===== config.mk =====
export PLATFORM = sky130hd
export DESIGN_NAME = wb_writeback_unit
export DESIGN_NICKNAME = d
export VERILOG_FILES = /design/src/rtl/wb_writeback_unit_pkg.sv /design/src/rtl/wb_load_extend.sv /design/src/rtl/wb_writeback_unit.sv
export SDC_FILE = /design/constraint.sdc
export NUM_CORES = 1
export LEC_CHECK = 0
export CORE_MARGIN = 1
export CORE_UTILIZATION = 49
export CTS_BUF_LIST = sky130_fd_sc_hd__clkbuf_2 sky130_fd_sc_hd__clkbuf_4 sky130_fd_sc_hd__clkbuf_8
export DETAILED_ROUTE_END_ITERATION = 8
export MAX_ROUTING_LAYER = met4
export PLACE_DENSITY_LB_ADDON = 0.12
export SETUP_SLACK_MARGIN = 0.1
export SYNTH_ARGS = -nofsm -noshare
export SYNTH_HDL_FRONTEND = slang
export SYNTH_SLANG_ARGS = --single-unit

===== constraint.sdc =====
create_clock -name clk -period 4.59 [get_ports clk]
set_input_delay 0.459 -clock clk [delete_from_list [all_inputs] [get_ports clk]]
set_output_delay 0.459 -clock clk [all_outputs]
set_load 0.01 [all_outputs]

===== src/rtl/wb_writeback_unit_pkg.sv =====
// Shared encodings for the write-back stage: RV32 major opcodes (instr[6:2]),
// load funct3 codes and the FSM state type.
package wb_writeback_unit_pkg;

  localparam logic [4:0] OPCODE_LOAD   = 5'b00000;
  localparam logic [4:0] OPCODE_OP_IMM = 5'b00100;
  localparam logic [4:0] OPCODE_AUIPC  = 5'b00101;
  localparam logic [4:0] OPCODE_OP     = 5'b01100;
  localparam logic [4:0] OPCODE_LUI    = 5'b01101;
  localparam logic [4:0] OPCODE_JALR   = 5'b11001;
  localparam logic [4:0] OPCODE_JAL    = 5'b11011;

  localparam logic [2:0] F3_LB  = 3'b000;
  localparam logic [2:0] F3_LH  = 3'b001;
  localparam logic [2:0] F3_LW  = 3'b010;
  localparam logic [2:0] F3_LBU = 3'b100;
  localparam logic [2:0] F3_LHU = 3'b101;

  typedef enum logic {
    WB_IDLE      = 1'b0,
    WB_LOAD_WAIT = 1'b1
  } wb_state_e;

endpackage


===== src/rtl/wb_load_extend.sv =====
// Load data alignment and extension (purely combinational).
// Ports:
//   rdata  : raw aligned word from data memory
//   funct3 : load size/sign select
//   offset : byte offset within the word (address bits [1:0])
//   data   : extracted and sign/zero-extended result
// Halfword loads look only at offset[1], so a misaligned half reads the
// half containing the addressed byte's upper neighbour pair.
module wb_load_extend
  import wb_writeback_unit_pkg::*;
#(
  parameter int XLEN = 32
) (
  input  logic [XLEN-1:0] rdata,
  input  logic [2:0]      funct3,
  input  logic [1:0]      offset,
  output logic [XLEN-1:0] data
);

  logic [7:0]  byte_sel;
  logic [15:0] half_sel;

  always_comb begin
    byte_sel = rdata[7:0];
    case (offset)
      2'd0: byte_sel = rdata[7:0];
      2'd1: byte_sel = rdata[15:8];
      2'd2: byte_sel = rdata[23:16];
      2'd3: byte_sel = rdata[31:24];
      default: byte_sel = rdata[7:0];
    endcase
  end

  assign half_sel = offset[1] ? rdata[31:16] : rdata[15:0];

  always_comb begin
    data = rdata;
    case (funct3)
      F3_LB:   data = {{(XLEN-8){byte_sel[7]}}, byte_sel};
      F3_LH:   data = {{(XLEN-16){half_sel[15]}}, half_sel};
      F3_LBU:  data = {{(XLEN-8){1'b0}}, byte_sel};
      F3_LHU:  data = {{(XLEN-16){1'b0}}, half_sel};
      default: data = rdata;
    endcase
  end

endmodule


===== src/rtl/wb_writeback_unit.sv =====
// Write-back stage: picks register-file write data for U/J-type, ALU and
// load instructions and drives a registered write port (also used for
// forwarding).
// Ports:
//   clk, rst_n                : clock / async active-low reset
//   in_valid, in_ready        : beat handshake (ready only in IDLE)
//   in_flush                  : kill current beat or pending load
//   in_opcode/funct3/rd/...   : decoded instruction fields and operands
//   mem_rvalid, mem_rdata     : load response
//   rf_we, rf_waddr, rf_wdata : register-file write port
//   load_pending              : waiting for a load response
//   err_timeout               : 1-cycle pulse when a load response never came
//
// state        | meaning
// -------------|-----------------------------------------------------------
// WB_IDLE      | ready for a beat; non-loads written on the next edge
// WB_LOAD_WAIT | load accepted, waiting for mem_rvalid / flush / timeout
module wb_writeback_unit
  import wb_writeback_unit_pkg::*;
#(
  parameter int XLEN         = 32,
  parameter int RA_W         = 5,
  parameter int LOAD_TIMEOUT = 16
) (
  input  logic            clk,
  input  logic            rst_n,
  input  logic            in_valid,
  output logic            in_ready,
  input  logic            in_flush,
  input  logic [4:0]      in_opcode,
  input  logic [2:0]      in_funct3,
  input  logic [RA_W-1:0] in_rd,
  input  logic            in_reg_write,
  input  logic [XLEN-1:0] in_pc,
  input  logic [XLEN-1:0] in_imm,
  input  logic [XLEN-1:0] in_alu_res,
  input  logic            mem_rvalid,
  input  logic [XLEN-1:0] mem_rdata,
  output logic            rf_we,
  output logic [RA_W-1:0] rf_waddr,
  output logic [XLEN-1:0] rf_wdata,
  output logic            load_pending,
  output logic            err_timeout
);

  // A zero timeout still needs a 1-bit counter; the compare is disabled then.
  localparam int CNT_W = (LOAD_TIMEOUT > 0) ? $clog2(LOAD_TIMEOUT + 1) : 1;
  localparam logic [CNT_W-1:0] CNT_TC =
    CNT_W'((LOAD_TIMEOUT > 0) ? LOAD_TIMEOUT - 1 : 0);

  wb_state_e       state, state_nxt;
  logic [CNT_W-1:0] cnt;
  logic [RA_W-1:0] ld_rd;
  logic [2:0]      ld_f3;
  logic [1:0]      ld_off;
  logic            ld_we;

  logic            accept;
  logic            beat_we;
  logic            timeout_hit;
  logic            ld_capture;
  logic            we_nxt;
  logic            timeout_nxt;
  logic [RA_W-1:0] waddr_nxt;
  logic [XLEN-1:0] wdata_nxt;
  logic [XLEN-1:0] sel_data;
  logic [XLEN-1:0] ext_data;

  assign in_ready     = (state == WB_IDLE);
  assign load_pending = (state == WB_LOAD_WAIT);
  assign accept       = in_valid & in_ready & ~in_flush;
  assign beat_we      = in_reg_write & (in_rd != '0);
  assign timeout_hit  = (LOAD_TIMEOUT != 0) && (cnt == CNT_TC);

  always_comb begin
    sel_data = in_alu_res;
    case (in_opcode)
      OPCODE_LUI:             sel_data = in_imm;
      OPCODE_AUIPC:           sel_data = in_pc + in_imm;
      OPCODE_JAL, OPCODE_JALR: sel_data = in_pc + XLEN'(4);
      default:                sel_data = in_alu_res;
    endcase
  end

  wb_load_extend #(.XLEN(XLEN)) u_load_extend (
    .rdata  (mem_rdata),
    .funct3 (ld_f3),
    .offset (ld_off),
    .data   (ext_data)
  );

  always_ff @(posedge clk or negedge rst_n) begin
    if (!rst_n) begin
      state <= WB_IDLE;
    end else begin
      state <= state_nxt;
    end
  end

  // Write port holds address/data whenever nothing is written, so the
  // defaults below recirculate the current register values.
  always_comb begin
    state_nxt   = state;
    ld_capture  = 1'b0;
    we_nxt      = 1'b0;
    timeout_nxt = 1'b0;
    waddr_nxt   = rf_waddr;
    wdata_nxt   = rf_wdata;
    case (state)
      WB_IDLE: begin
        if (accept) begin
          if (in_opcode == OPCODE_LOAD) begin
            ld_capture = 1'b1;
            state_nxt  = WB_LOAD_WAIT;
          end else if (beat_we) begin
            we_nxt    = 1'b1;
            waddr_nxt = in_rd;
            wdata_nxt = sel_data;
          end
        end
      end
      WB_LOAD_WAIT: begin
        // Priority: flush, then response data, then timeout.
        if (in_flush) begin
          state_nxt = WB_IDLE;
        end else if (mem_rvalid) begin
          state_nxt = WB_IDLE;
          if (ld_we) begin
            we_nxt    = 1'b1;
            waddr_nxt = ld_rd;
            wdata_nxt = ext_data;
          end
        end else if (timeout_hit) begin
          state_nxt   = WB_IDLE;
          timeout_nxt = 1'b1;
        end
      end
      default: state_nxt = WB_IDLE;
    endcase
  end

  always_ff @(posedge clk or negedge rst_n) begin
    if (!rst_n) begin
      rf_we       <= 1'b0;
      rf_waddr    <= '0;
      rf_wdata    <= '0;
      err_timeout <= 1'b0;
      cnt         <= '0;
      ld_rd       <= '0;
      ld_f3       <= '0;
      ld_off      <= '0;
      ld_we       <= 1'b0;
    end else begin
      rf_we       <= we_nxt;
      rf_waddr    <= waddr_nxt;
      rf_wdata    <= wdata_nxt;
      err_timeout <= timeout_nxt;
      if (state == WB_LOAD_WAIT) begin
        cnt <= cnt + CNT_W'(1);
      end else begin
        cnt <= '0;
      end
      if (ld_capture) begin
        ld_rd  <= in_rd;
        ld_f3  <= in_funct3;
        ld_off <= in_alu_res[1:0];
        ld_we  <= beat_we;
      end
    end
  end

endmodule


==> qor.txt, run 1 <==
Longest Clk Path Bufs -> 2
Worst Tran Pin Value -> 0.905 ns
Number of diodes -> 0
F_max -> 301 MHz
Final #Nets -> 1096
Mapped cell area -> 5980 um2
Max-cap violations -> 0
Initial antenna violation count -> 0
Peak VDD IR -> 0.120 mV
Worst setup path class -> in2reg
Seq/Total Area, Yosys -> 23.4%
Most used DFF post-synth -> dfrtp_1
Core Area -> 11700 um2
CTS tree -> yes
Critical Path RT -> 4.79 ns
Reg-to-reg startpoint -> ld_off[1]
DRC -> 0
Number of flops mapped to enable cells by yosys -> 0
Startpoint Class -> input pin
CTS buffer count -> 5
Reg2reg end -> rf_wdata[28]
Tmin final -> 3.33 ns
CP startpoint -> in_opcode[3]
Buffers and inverters on the worst path -> 2
Routed len/inst -> 22.0 um
Setup_tns -> 0 ns
Reg2reg setup slack -> 1.58 ns
Most common cell in the netlist -> nand2_1
Area leader, netlist -> dfrtp_1
Row cnt -> 39
Post-route ant nets -> 0
Total track usage -> 37.8%
Area of the multi-input gates -> 4250 um2
Final HPWL DP -> 18.5 mm
Final Max Slew Viols -> 0
Root Buffer -> clkbuf_8
Asr flop ratio synth -> 100%
Vias in the first global route -> 6726
Syn_nets -> 940
Synth cell types -> 73
Synth Instances -> 758
Die Ht -> 112 um
RSZ-0062 raised after global routing -> no
Drt initial violations -> 702
TritonRoute pass-1 iters -> 5
Cell Chain, Critical Path -> clkdlybuf4s50_1, nor4b_1, o41ai_1, nand2b_2, inv_4, nand2_1, a221o_1, a21oi_1, a221oi_1
# IOs -> 188
Power per Cell Area -> 227 nW/um2
H-tree levels -> 2
Crit-path max FO -> 28
Slowest CP cell -> clkdlybuf4s50_1
Share of the synthesized area in the top cell type -> 23.4%
Die Wd -> 112 um
Max_slew headroom -> 39.6%
Congestion Overflow GR -> 0
Crit path max-delay family -> buffers and inverters
Initial Utilization -> 51.3%
Die ar. -> 12700 um2
Final Setup Violations -> 0
Skew final -> 0.00853 ns
Number of synthesis warnings -> 0
P&R area growth vs syn -> 33.1%
Pin count of the biggest net entering global routing -> 57
PortBufs -> 187
Crit end category -> flip-flop
Clk pin slew, worst setup/hold paths -> 0.12 ns
Worst min path class -> in2async
Layout cells sized above 1 -> 5.90%
Post-CTS Setup Repair Bufs -> 0
P_leak -> 3.17 nW
Final period util -> 72.5%
Synth cell count leaders -> nand2_1 (73), a21oi_1 (69), o21ai_0 (58)
Drt total wl -> 23.3 mm
FF-to-FF path depth -> 9
Fill count -> 990
Status -> complete, no violations
Gpl congestion -> 1.01
Vias -> 6970
Critical path data arrival time -> 3.52 ns
Post-Syn Area per Cell -> 7.89 um2
Largest stage delay, worst path -> 0.83 ns
FF/Latch Area -> 1400 um2
Hold buffer count at cts -> 0
PostCTS Resize Cnt -> 0
Clk_lat worst skew -> 0.33 ns
Vias/cell -> 6.59
Hold Fails Final Rpt -> 0
Global-route wire length before repair -> 36.1 mm
Power, Total -> 1.81 mW
Clk sink count -> 56
FF+latch count, synth -> 56
Ranking of synthesized cells by area -> dfrtp_1 (23%), ha_1 (7.1%), a21oi_1 (5.8%)
==> power by group <==
| part | leakage [nW] | switching [mW] | internal, mW |
|---|---|---|---|
| combinational | 2.42 | 0.429 | 0.432 |
| clock | 0.0463 | 0.189 | 0.113 |
| sequential | 0.699 | 0.0758 | 0.571 |
| total | 3.17 | 0.694 | 1.12 |
==> worst max-delay path by stage <==
stage / endpoint / slack [ns] / cells after the start
2_1_floorplan: rf_wdata[12] / 2.06 / 10
3_3_place_gp: rf_wdata[30] / 1.18 / 7
3_5_place_dp: rf_wdata[16] / 1.03 / 9
4_1_cts: rf_wdata[16] / 1.37 / 9
5_1_grt: rf_wdata[30] / 1.06 / 7
6_report: rf_wdata[16] / 1.26 / 9
==> layer usage <==
| layer | track usage, % | part of all wire, % |
|---|---|---|
| met5 | - | 0 |
| met4 | 13.0 | 3.5 |
| met3 | 4.48 | 8.9 |
| met2 | 61.9 | 47 |
| met1 | 48.6 | 41 |
==> through the flow <==
| stage | std cells | util, % | hold slack, ns | cell area, um2 | setup slack (ns) |
|---|---|---|---|---|---|
| 3_5_place_dp | 1050 | 67.4 | 0.470 | 7870 | 1.03 |
| 6_report | 1058 | 68.3 | 0.288 | 7960 | 1.26 |
| 5_1_grt | 1058 | 68.3 | 0.319 | 7960 | 1.06 |
| 4_1_cts | 1058 | 68.3 | 0.309 | 7960 | 1.37 |
| 2_1_floorplan | 758 | - | 0.163 | 5980 | 2.06 |
| 3_3_place_gp | 1050 | 67.4 | 0.436 | 7870 | 1.18 |
==> cells in the final DEF, fill, tap and decap left out, types with 14 or more instances in the layout <==
cell type	synthesis	final
xnor2_1	27	27
mux2i_1	14	14
nand3_1	32	32
a21oi_1	69	69
ha_1	34	34
clkdlybuf4s50_1	0	186
inv_1	25	25
a221oi_1	26	26
o21ai_0	58	58
nor2_1	55	55
dfrtp_1	56	56
xor2_1	23	23
nand2_1	73	73
==> cells by family after synthesis <==
group	count (synthesis)	synth area share, %
AO/OA/AOI/OAI	277	31.3
XOR/XNOR	50	7.32
flip-flops	56	23.4
adder cells (fa/ha/maj)	35	7.45
buffers and inverters	73	5.63
multiplexers	28	5.23
AND/OR/NAND/NOR	239	19.6
==> registers in the layout, summed over array words and instances (netlist names) <==
| register | cells |
|---|---|
| cnt | 5 |
| load_pending | 1 |
| ld_f3 | 3 |
| err_timeout | 1 |
| rf_we | 1 |
| rf_wdata | 32 |
| rf_waddr | 5 |
| ld_rd | 5 |
| ld_we | 1 |
| ld_off | 2 |
==> worst register-to-register path: stages (launching register included) <==
cell and delay (ns):
dfrtp_1 0.87, mux4_2 0.63, mux2i_1 0.17, o31ai_2 0.07, buf_4 0.20, a21oi_1 0.24, mux2_4 0.22, nor4_2 0.04
a221oi_1 0.31, o21ai_0 0.13
==> layout make-up <==
class / instances / share of cell area, %
clock buffer: 5 / 0.864
timing repair buffer: 196 / 24.3
inverter: 26 / 1.26
multi-input combinational: 629 / 53.4
sequential: 56 / 17.6
tap: 143 / 2.25
clock inverter: 3 / 0.346
Power figures use the tool's default switching activity.
==> run 2, diff against run 1 <==
- CORE_UTILIZATION: 49 -> 44
- clock period: 4.59 -> 2.93 ns (I/O delays scaled with it)
==> run 2 against run 1 <==
  * Count of clock-buffer cells in the layout did not move
  * Routed wire length rose by 2.3%
  * Clock skew fell by 0.0039 ns
  * Worst hold slack got worse by 0.12 ns
  * Sequential share of layout area fell by 1.4 points
  * Global-route usage fell by 3.6 points
  * Die area rose by 11%
  * Final cell count rose by 11%
  * Sequential power rose by 55%
  * Critical endpoint is now rf_wdata[23]
  * Highest routed layer unchanged
==> qor.txt, run 2 (synthesized netlist as in run 1, its figures left out) <==
Status -> complete, no violations
H-tree levels -> 2 (unchanged)
Layout cells sized above 1 -> 13.9% (+8.0 points)
Reg-to-reg startpoint -> ld_off[1]
TritonRoute pass-1 iters -> 5 (unchanged)
Vias in the first global route -> 7079 (+5.2%)
Sw Ratio -> 37.1% (-1.2 points)
Int Pwr -> 1.83 mW (+64%)
Total track usage -> 34.2% (-3.6 points)
Initial antenna violation count -> 0 (unchanged)
Most frequent cells in the layout -> clkdlybuf4s50_1 (186), buf_4 (88), nand2_1 (73)
Final Max Slew Viols -> 0 (unchanged)
Slowest CP cell -> clkdlybuf4s50_1
Power per Cell Area -> 337 nW/um2 (+48%)
Worst Tran Pin Value -> 1.09 ns (+0.187 ns)
Commonest non-fill, non-tap cell in the layout -> clkdlybuf4s50_1
Largest stage delay, worst path -> 0.44 ns (-0.39 ns)
Clk_lat worst skew -> 0.32 ns (about the same)
Final instance area -> 8640 um2 (+8.5%)
CTS buffer count -> 5 (unchanged)
Worst setup path class -> in2reg
Hold buffer count at cts -> 0 (unchanged)
P_leak -> 3.58 nW (+13%)
Startpoint Class -> input pin
Die ar. -> 14100 um2 (+11%)
PortBufs -> 187 (unchanged)
Max-cap violations -> 0 (unchanged)
Final #Nets -> 1176 (+7.3%)
Drt initial violations -> 570 (-19%)
Dpl ws -> -0.212 ns (-1.25 ns)
Peak VDD IR -> 0.206 mV (+72%)
Global-route wire length before repair -> 36.7 mm (+1.8%)
Row cnt -> 42 (+7.7%)
Final HPWL DP -> 19.3 mm (+4.1%)
Vias -> 7171 (+2.9%)
Clock power frac -> 15.7% (-1.0 points)
Fill count -> 1168 (+18%)
Routed len/inst -> 20.3 um (-7.6%)
Setup ws final -> 0.161 ns (-1.10 ns)
Max_slew headroom -> 27.2% (-12 points)
Die Ht -> 119 um (+5.4%)
Placed instance area -> 8510 um2 (+8.2%)
P&R area growth vs syn -> 44.5%
Crit path top cell by count -> a21o_1
Reg2reg setup slack -> 0.57 ns (-1.01 ns)
Sequential share of power -> 34.4% (-1.3 points)
Core Area -> 13200 um2 (+14%)
Initial Utilization -> 45.2% (-6.1 points)
Crit end category -> flip-flop
RSZ-0062 raised after global routing -> yes
Vias/cell -> 6.12 (-7.0%)
Hold Fails Final Rpt -> 0 (unchanged)
# IOs -> 188 (unchanged)
Tmin final -> 2.77 ns
DRC -> 0 (unchanged)
Max reg flops -> 32 (unchanged)
Cell Chain, Critical Path -> clkdlybuf4s50_1, ha_1, a21o_1, a21o_1, a221oi_4, nand2_2, a31o_4, a211o_2, a31oi_1, o21ai_0
Combinational share of power -> 49.9% (+2.3 points)
Final Setup Violations -> 0 (unchanged)
Switching power -> 1.08 mW (+56%)
Clk pin slew, worst setup/hold paths -> 0.11 ns (about the same)
Longest Clk Path Bufs -> 2 (unchanged)
Setup_tns -> 0 ns (unchanged)
F_max -> 361 MHz
Critical Path RT -> 3.13 ns (-1.66 ns)
Skew final -> 0.00462 ns (-0.00391 ns)
Final period util -> 94.5%
Power, Total -> 2.92 mW (+61%)
CTS tree -> yes
FF-to-FF path depth -> 9 (unchanged)
Die Wd -> 119 um (+5.4%)
Congestion Overflow GR -> 0 (unchanged)
Largest Register -> rf_wdata
Root Buffer -> clkbuf_8
Reg2reg end -> rf_wdata[28]
Clk sink count -> 56 (unchanged)
Worst min path class -> in2async
Crit-path max FO -> 5 (-82%)
Drt total wl -> 23.8 mm (+2.3%)
Critical path data arrival time -> 2.97 ns (-0.55 ns)
Pin count of the biggest net entering global routing -> 49 (-14%)
Gpl congestion -> 1.01 (-0.45%)
Number of diodes -> 0 (unchanged)
Post-route ant nets -> 0 (unchanged)
## run 2: layout make-up
cell class	count	area [um2]	area share, %
clock buffer	5	68.8	0.797
tap	176	220	2.55
timing repair buffer	276	2550	29.5
sequential	56	1400	16.2
inverter	26	100	1.16
clock inverter	3	27.5	0.319
multi-input combinational	629	4270	49.5
## run 2: worst max-delay path: cells and delay by family
kind / cells / cell delay (ns)
AOI/OAI and AO/OA: 7 / 1.79
adders and majority gates: 1 / 0.33
buffers and inverters: 1 / 0.44
and+or+nand+nor: 1 / 0.11
## run 2: timing repair
action / in CTS / in global routing
buffers inserted: 0 / 1
endpoints found under the setup margin: 0 / 8
hold endpoints to repair: 0 / 0
resized for setup: 0 / 7
## run 2: per-stage QoR
step | cells | hold slack [ns] | util (%)
after floorplan | 758 | -0.00259 | -
after global placement | 1162 | 0.436 | 64.3
after detailed placement | 1162 | 0.456 | 64.3
after CTS | 1170 | 0.191 | 65.0
after global routing | 1171 | 0.237 | 65.2
final | 1171 | 0.165 | 65.2
## run 2: how the worst max path moves through the flow
stage | start | slack [ns] | to | depth (start not counted)
3_5_place_dp | in_imm[0] | -0.21 | rf_wdata[12] | 11
6_report | in_pc[10] | 0.16 | rf_wdata[23] | 10
2_1_floorplan | in_pc[0] | 0.57 | rf_wdata[12] | 10
5_1_grt | in_pc[0] | 0.06 | rf_wdata[12] | 11
4_1_cts | in_imm[0] | 0.12 | rf_wdata[12] | 11
3_3_place_gp | in_pc[0] | -0.14 | rf_wdata[12] | 11
## run 2: power by group through the flow
| stage | Sequential (mW) | Clock [mW] | Combinational, mW |
|---|---|---|---|
| 6_report | 1.00 | 0.457 | 1.46 |
| 4_1_cts | 1.00 | 0.462 | 1.43 |
| 5_1_grt | 1.01 | 0.496 | 1.57 |
| 3_3_place_gp | 1.01 | 0 | 1.40 |
| 3_5_place_dp | 1.02 | 0 | 1.43 |
| 2_1_floorplan | 1.02 | 0 | 0.654 |
## run 2: metal layers
layer | share of wire, % | wire length, um | track usage [%]
met1 | 41 | 9860 | 41.8
met2 | 47 | 11200 | 56.3
met3 | 7.1 | 1690 | 4.73
met4 | 4.3 | 1030 | 14.6
met5 | 0 | 0 | -
==> run 3, diff against run 2 <==
- CORE_UTILIZATION: 44 -> 49
- REMOVE_ABC_BUFFERS: default -> 1
- clock period: 2.93 -> 3.07 ns (I/O delays scaled with it)
==> run 3 against run 2 <==
  * Sequential share of layout area increased by 0.40 points
  * Critical path depth unchanged
  * Clock power increased by 2%
  * Global-route usage increased by 5.2 points
  * Non-clock buffer count decreased by 19
  * Final cell count decreased by 4.4%
  * Critical path type unchanged
  * Count of clock-buffer cells in the layout unchanged
  * Combinational power decreased by 5%
  * Total power decreased by 4.1%
  * Die area decreased by 10%
==> qor.txt, run 3 (synthesized netlist as in run 1, its figures left out) <==
Global-route wire length before repair -> 37.3 mm (+1.5%)
CP startpoint -> in_pc[1]
Power, Total -> 2.80 mW (-4.1%)
FF-to-FF path depth -> 9 (unchanged)
Total track usage -> 39.4% (+5.2 points)
Max_slew headroom -> 23.9% (-3.4 points)
DP Cell Count -> 1111 (-4.4%)
Initial Utilization -> 51.3% (+6.1 points)
Critical Path RT -> 3.30 ns (+0.17 ns)
Drt total wl -> 24.3 mm (+2.3%)
Worst Tran Pin Value -> 1.14 ns (+0.0503 ns)
Gpl congestion -> 0.990 (-1.9%)
Core Area -> 11700 um2 (-12%)
CTS buffer count -> 5 (unchanged)
Clk sink count -> 56 (unchanged)
TritonRoute pass-1 iters -> 6 (+1)
H-tree levels -> 2 (unchanged)
DRC -> 0 (unchanged)
Peak VDD IR -> 0.182 mV (-12%)
Layout cells sized above 1 -> 11.8% (-2.1 points)
Number of diodes -> 0 (unchanged)
Die ar. -> 12700 um2 (-10%)
Die Ht -> 112 um (-5.1%)
Hold buffer count at cts -> 0 (unchanged)
Final Non-Filler Cells -> 1119 (-4.4%)
Largest Register -> rf_wdata
Vias -> 7251 (+1.1%)
Crit-path max FO -> 6 (+1)
Skew final -> 0.0124 ns (+0.00774 ns)
Reg-to-reg startpoint -> ld_off[1]
Clk pin slew, worst setup/hold paths -> 0.12 ns (about the same)
P&R area growth vs syn -> 41.0%
Startpoint Class -> input pin
RSZ-0062 raised after global routing -> no
Vias in the first global route -> 7130 (+0.72%)
Dpl ws -> -0.0341 ns (+0.178 ns)
Post-CTS Setup Repair Bufs -> 0 (unchanged)
Max reg flops -> 32 (unchanged)
Final Max Slew Viols -> 0 (unchanged)
# IOs -> 188 (unchanged)
Die Wd -> 112 um (-5.1%)
Post-route ant nets -> 0 (unchanged)
Row cnt -> 39 (-7.1%)
Clk_lat worst skew -> 0.34 ns (+0.02 ns)
Reg2reg setup slack -> 0.56 ns (about the same)
Longest Clk Path Bufs -> 2 (unchanged)
Hold Fails Final Rpt -> 0 (unchanged)
Root Buffer -> clkbuf_8
Vias/cell -> 6.48 (+5.8%)
F_max -> 361 MHz
Final #Nets -> 1157 (-1.6%)
Worst setup path endpoint -> rf_wdata[23]
Worst min path class -> in2async
Initial antenna violation count -> 0 (unchanged)
Critical path data arrival time -> 3.00 ns (+0.03 ns)
Commonest non-fill, non-tap cell in the layout -> clkdlybuf4s50_1
Power per Cell Area -> 332 nW/um2 (-1.7%)
Tmin final -> 2.77 ns
Status -> complete, no violations
P_leak -> 3.47 nW (-3.0%)
Congestion Overflow GR -> 0 (unchanged)
Pin count of the biggest net entering global routing -> 48 (-2.0%)
Crit end category -> flip-flop
Drt initial violations -> 989 (+74%)
Final period util -> 90.3%
Routed len/inst -> 21.8 um (+7.0%)
PortBufs -> 187 (unchanged)
PostCTS Resize Cnt -> 0 (unchanged)
Final HPWL DP -> 19.4 mm (+0.65%)
CTS tree -> yes
Fill count -> 894 (-23%)
Final Setup Violations -> 0 (unchanged)
Worst setup path class -> in2reg
Most frequent cells in the layout -> clkdlybuf4s50_1 (186), nand2_1 (73), a21oi_1 (69), buf_4 (69), o21ai_0 (58)
Max-cap violations -> 0 (unchanged)
Setup ws final -> 0.297 ns (+0.137 ns)
Reg2reg end -> rf_wdata[28]
==> run 3: cell types whose count changed in the layout (fill, tap and decap cells not counted), sizes merged <==
cell    previous run  this run
buf               90        71
clkinv             1         0
inv               27        28
==> run 3: metal layers <==
metal  share of wire [%]  routed length, um  track usage, %  up-vias
met4                 4.0                975            16.3        0
met3                 9.5               2310            5.72       80
met5                   0                  0               -        -
met2                  47              11600            66.2      506
met1                  39               9510            47.5     3390
li1                    -                  -               -     3275
==> run 3: worst min-delay path by stage <==
stage / startpoint / end / slack, ns / cells after the start
floorplan: rst_n / cnt[0] / 0.01 / 0
global placement: cnt[0] / cnt[0] / 0.44 / 1
detailed placement: cnt[0] / cnt[0] / 0.45 / 1
CTS: rst_n / rf_waddr[2] / 0.19 / 1
global route: rst_n / rf_waddr[1] / 0.24 / 1
finish: rst_n / rf_waddr[2] / 0.17 / 1
==> run 3: critical path, cell delays in order <==
cell             delay, ns
clkdlybuf4s50_1       0.47
ha_1                  0.32
a21oi_1               0.37
o211ai_1              0.20
nand3_1               0.23
nand2_2               0.10
a31o_4                0.30
a211o_2               0.30
a31oi_1               0.26
o21ai_0               0.14
==> run 3: final cells by class <==
| cell class | count | area (um2) | share of cell area, % |
|---|---|---|---|
| Sequential cell | 56 | 1400 | 16.6 |
| Tap cell | 143 | 179 | 2.12 |
| Multi-Input combinational cell | 629 | 4250 | 50.4 |
| Timing Repair Buffer | 257 | 2400 | 28.5 |
| Clock inverter | 3 | 25.0 | 0.297 |
| Clock buffer | 5 | 68.8 | 0.816 |
| Inverter | 26 | 100 | 1.19 |
==> run 3: power by group <==
part	internal, mW	switching (mW)	total [mW]	leakage, nW
Sequential	0.854	0.0990	0.953	0.699
Combinational	0.709	0.671	1.38	2.72
Clock	0.168	0.296	0.464	0.0452
==> run 3: stage by stage <==
stage / util, % / TNS (ns) / cell area (um2) / hold slack (ns)
2_1_floorplan: - / -0.367 / 5740 / 0.0114
5_1_grt: 72.3 / 0 / 8430 / 0.244
3_3_place_gp: 71.5 / 0 / 8340 / 0.436
6_report: 72.3 / 0 / 8430 / 0.173
3_5_place_dp: 71.5 / -0.0489 / 8340 / 0.447
4_1_cts: 72.3 / 0 / 8430 / 0.194
